--- config.mk ---
export PLATFORM = sky130hd
export DESIGN_NAME = checkout_scan_controller
export DESIGN_NICKNAME = d
export VERILOG_FILES = /design/src/rtl/checkout_pkg.sv /design/src/rtl/electronicDetectorDevice.sv /design/src/rtl/checkout_scan_controller.sv
export SDC_FILE = /design/constraint.sdc
export NUM_CORES = 1
export LEC_CHECK = 0
export CAP_MARGIN = 20
export CORE_MARGIN = 2
export CORE_UTILIZATION = 25
export CTS_BUF_LIST = sky130_fd_sc_hd__clkbuf_4
export CTS_CLUSTER_SIZE = 20
export DETAILED_ROUTE_END_ITERATION = 10
export GPL_ROUTABILITY_DRIVEN = 0
export PLACE_DENSITY = 0.48
export SETUP_SLACK_MARGIN = 0.3
export SYNTH_ARGS = -nofsm -noshare
export SYNTH_HDL_FRONTEND = slang
export SYNTH_HIERARCHICAL = 1
export SYNTH_SLANG_ARGS = --single-unit
--- constraint.sdc ---
create_clock -name clk -period 1.44 [get_ports clk]
set_clock_uncertainty 0.2 [all_clocks]
set_input_delay 0.216 -clock clk [delete_from_list [all_inputs] [get_ports clk]]
set_output_delay 0.216 -clock clk [all_outputs]
set_load 0.01 [all_outputs]
--- src/rtl/checkout_pkg.sv ---
// checkout_pkg: shared types for the checkout scan controller
package checkout_pkg;
    typedef enum logic [1:0] {IDLE, EVAL, WAIT_REL, ALARM} state_t;
    localparam int CNT_W_DEF = 4;
    typedef struct packed {
        logic u;
        logic p;
        logic c;
        logic m;
    } code_t;
endpackage

--- src/rtl/electronicDetectorDevice.sv ---
// electronicDetectorDevice: combinational discount/theft decode of an item code
module electronicDetectorDevice (
    input  logic U,
    input  logic P,
    input  logic C,
    input  logic M,
    output logic discount,
    output logic stolen
);
    assign discount = P | (U & C);
    assign stolen   = ~M & ~P & (U | ~C);
endmodule

--- src/rtl/checkout_scan_controller.sv ---
// checkout_scan_controller: one-at-a-time scan sequencing, session counters and theft alarm
module checkout_scan_controller
    import checkout_pkg::*;
#(
    parameter int CNT_W = CNT_W_DEF
) (
    input  logic             clk,
    input  logic             reset,
    input  logic             scan_valid,
    input  logic [2:0]       upc,
    input  logic             marked,
    input  logic             clear_alarm,
    input  logic             clear_counts,
    output logic             busy,
    output logic             result_valid,
    output logic             last_discount,
    output logic             last_stolen,
    output logic             alarm,
    output logic [CNT_W-1:0] item_count,
    output logic [CNT_W-1:0] discount_count
);
    localparam logic [CNT_W-1:0] CNT_MAX = '1;

    state_t state, state_next;
    code_t  code;
    logic   discount, stolen;

    electronicDetectorDevice u_det (
        .U(code.u),
        .P(code.p),
        .C(code.c),
        .M(code.m),
        .discount(discount),
        .stolen(stolen)
    );

    assign busy  = state != IDLE;
    assign alarm = state == ALARM;

    // state register
    always_ff @(posedge clk) begin
        state <= reset ? IDLE : state_next;
    end

    // next-state decode; a held scan parks in WAIT_REL so it is counted once
    always_comb begin
        state_next = state;
        case (state)
            IDLE:     state_next = scan_valid ? EVAL : IDLE;
            EVAL:     state_next = stolen ? ALARM : WAIT_REL;
            WAIT_REL: state_next = scan_valid ? WAIT_REL : IDLE;
            ALARM:    state_next = clear_alarm ? WAIT_REL : ALARM;
            default:  state_next = IDLE;
        endcase
    end

    // code capture, result publication and saturating session counters
    always_ff @(posedge clk) begin
        if (reset) begin
            code           <= '0;
            result_valid   <= 1'b0;
            last_discount  <= 1'b0;
            last_stolen    <= 1'b0;
            item_count     <= '0;
            discount_count <= '0;
        end else begin
            result_valid <= state == EVAL;
            if (state == IDLE && scan_valid)
                code <= {upc, marked};
            if (state == EVAL) begin
                last_discount <= discount;
                last_stolen   <= stolen;
            end
            if (clear_counts) begin
                item_count     <= '0;
                discount_count <= '0;
            end else if (state == EVAL) begin
                if (item_count != CNT_MAX)
                    item_count <= item_count + 1'b1;
                if (discount && discount_count != CNT_MAX)
                    discount_count <= discount_count + 1'b1;
            end
        end
    end
endmodule

==> metrics.md <==
| Metric | Value |
|---|---|
| Outcome | `finished with violations` |
| Failing checks | `negative setup slack` |
| Crit path kind | `flip-flop to flip-flop` |
| Crit path largest cell delay | `350 ps` |
| Seq pwr share | `47.3%` |
| Syn-to-layout area delta | `91.6%` |
| Seq/Total Area, Yosys | `41.5%` |
| Worst Path Required | `1430 ps` |
| Final Hold Fails | `0` |
| Syn avg cell area | `9.87 µm²` |
| Number of distinct library cells after synthesis | `36` |
| Initial Utilization | `26.6%` |
| IO buf count | `21` |
| Setup crit end kind | `flip-flop` |
| Worst-margin pin slew | `253 ps` |
| Worst EP arrival | `1460 ps` |
| Switch share | `27.4%` |
| Cell Area, Synth | `820 µm²` |
| CTS clk-pin slew, worst paths | `110 ps` |
| First-pass DRT Iterations | `3` |
| Internal | `775 µW` |
| Peak Freq | `0.679 GHz` |
| Pre-CTS WS | `-226 ps` |
| Clk sinks | `17` |
| Die height | `61.3 µm` |
| Nets | `154` |
| Routed vias | `812` |
| Top FF cell, synth | `dfxtp_1` |
| Commonest non-fill, non-tap cell in the layout | `buf_6` |
| Starting DRT DRC Count | `22` |
| CTS tree | `built` |
| Worst-path cell chain | `buf_6 -> buf_6 -> nand3b_1 -> buf_6 -> nor3_4 -> a2111oi_2` |
| H-tree depth | `1` |
| Setup ws final | `-32.4 ps` |
| LEAKAGE | `0.000634 µW` |
| Slew HR | `83.1%` |
| Io pins | `22` |
| Number of max-slew violations in the final report | `0` |
| Post-CTS Hold Buffers | `0` |
| Number of enable flip-flop cells after synthesis | `0` |
| Per-cell routed wire length | `11.6 µm` |
| #FFs+latches synth | `17` |
| WP buf/inv | `3` |
| Initial antenna violation count | `0` |
| Crit-path slowest cell | `dfxtp_2` |
| Delay-heaviest family, CP | `buffers and inverters` |
| Total CTS buffers | `3` |
| Clock Path Buffers | `2` |
| Clk_lat worst skew | `290 ps` |
| Rows | `20` |
| Async S/R FF share, synth | `0%` |
| Die ar. | `3750 µm²` |
| Mapped Nets | `94` |
| Final Cycle Share | `102%` |
| Max-cap violations | `0` |
| DRT antenna net count | `0` |
| First-pass GRT wire length | `3480 µm` |
| Worst-path maximum fanout | `4` |
| Share of layout cells above drive strength 1 | `65.5%` |
| Pin count of the biggest net entering global routing | `11` |
| Post-route DRC | `0` |
| Syn Inst Count | `83` |
| Syn. warnings | `6` |
| RSZ-0062 raised after global routing | `yes` |
| Comb power frac | `28.1%` |
| CP Launch Type | `flip-flop` |
| Total Wirelength | `2170 µm` |
| Grt ovf | `0` |
| Number of global-route vias before repair | `806` |
| Min-delay worst type | `flip-flop to flip-flop` |
| Power Density | `680 nW/µm²` |
| Via density | `4.37` |
| Switching power | `292 µW` |
| Final Setup Violations | `4` |
| Overall Global Routing Usage | `12.6%` |
| Final HPWL DP | `1450 µm` |
| Hold_ws | `285 ps` |
| Most frequent cells in the layout | `28 x buf_6, 22 x buf_4, 8 x dfxtp_2, 8 x clkdlybuf4s50_1, 7 x nor2_1` |
| Core area | `3080 µm²` |
| CTS root buffer | `clkbuf_4` |
| VDD IR max | `521 µV` |
| Most used cell, CP | `buf_6` |
| Die span in x | `61.3 µm` |
| Antenna cells | `0` |
| Clock power frac | `24.6%` |
| Min Tclk post-route | `1470 ps` |
==> worst paths after layout <==
| check | startpoint | endpoint | slack (ps) | depth (start not counted) |
|---|---|---|---|---|
| max | state[0] | discount_count[3] | -30 | 6 |
| min reg2reg | last_stolen | last_stolen | 290 | 2 |
| min | last_stolen | last_stolen | 290 | 2 |
| max reg2reg | state[0] | discount_count[3] | -30 | 6 |
==> cells by family (layout without fill, tap and decap cells) <==
kind of cell	after synthesis	in the layout	synth area share (%)
AO/OA/AOI/OAI	21	21	20.2
adder cells (fa/ha/maj)	2	2	3.05
buffers and inverters	7	66	5.50
flip-flops	17	17	41.5
multiplexers	4	4	4.89
AND/OR/NAND/NOR	32	32	24.9
==> tightest hold or removal path, stage by stage (launching register included) <==
cell,delay [ps]
dfxtp_2,340
nand2_1,70
a21oi_2,50
==> per-layer routing <==
layer,wire (µm),vias to the layer above,global-route usage [%]
met5,0,-,0
met4,12,0,5.90
met3,65,2,2.73
met2,1060,12,20.7
met1,1020,377,15.6
li1,-,421,-
==> synthesized netlist by cell type (2+ instances only) <==
cell / number / share of area (%)
a21boi_1: 2 / 1.8
a21oi_1: 5 / 3.1
and3_1: 2 / 1.5
buf_6: 2 / 2.7
dfxtp_1: 17 / 42
ha_1: 2 / 3.1
inv_1: 3 / 1.4
mux2i_1: 4 / 4.9
nand2_1: 5 / 2.3
nand3_1: 2 / 1.2
nand3b_1: 2 / 1.8
nor2_1: 8 / 3.7
nor3_1: 2 / 1.2
o211ai_1: 2 / 1.8
o21ai_0: 3 / 1.8
or3_1: 2 / 1.5
==> flip-flops by register name (all words and copies together), names as in the netlist <==
signal          cells
code                4
discount_count      4
item_count          4
last_discount       1
last_stolen         1
result_valid        1
state               2
==> power groups by stage <==
stage	registers [µW]	clock network (µW)	logic, µW
after floorplan	518	0	117
after global placement	517	0	217
after detailed placement	518	0	218
after CTS	506	274	251
after global routing	507	297	327
final	504	263	300
==> area by class of cell <==
| cell class | instances | area (µm²) |
|---|---|---|
| Fill cell | 295 | 1510 |
| Multi-Input combinational cell | 59 | 546 |
| Timing Repair Buffer | 59 | 566 |
| Clock inverter | 1 | 5.00 |
| Tap cell | 44 | 55.1 |
| Inverter | 3 | 11.3 |
| Clock buffer | 3 | 22.5 |
| Sequential cell | 17 | 365 |
==> stage by stage <==
stage | util, % | setup TNS [ps] | instance area, µm² | total power (µW) | cells
6_report | 51.0 | -97.3 | 1570 | 1070 | 186
5_1_grt | 51.0 | -867 | 1570 | 1130 | 186
4_1_cts | 45.7 | -234 | 1410 | 1030 | 177
3_5_place_dp | 40.5 | -1130 | 1250 | 736 | 163
3_3_place_gp | 40.5 | -942 | 1250 | 734 | 163
2_1_floorplan | - | 0 | 877 | 635 | 83
==> timing repair <==
action	CTS	global route
pin swaps	11	17
setup buffers	10	9
gates cloned	0	0
endpoints found under the setup margin	29	29
resized for setup	82	23
(Power assumes the default switching activity.)
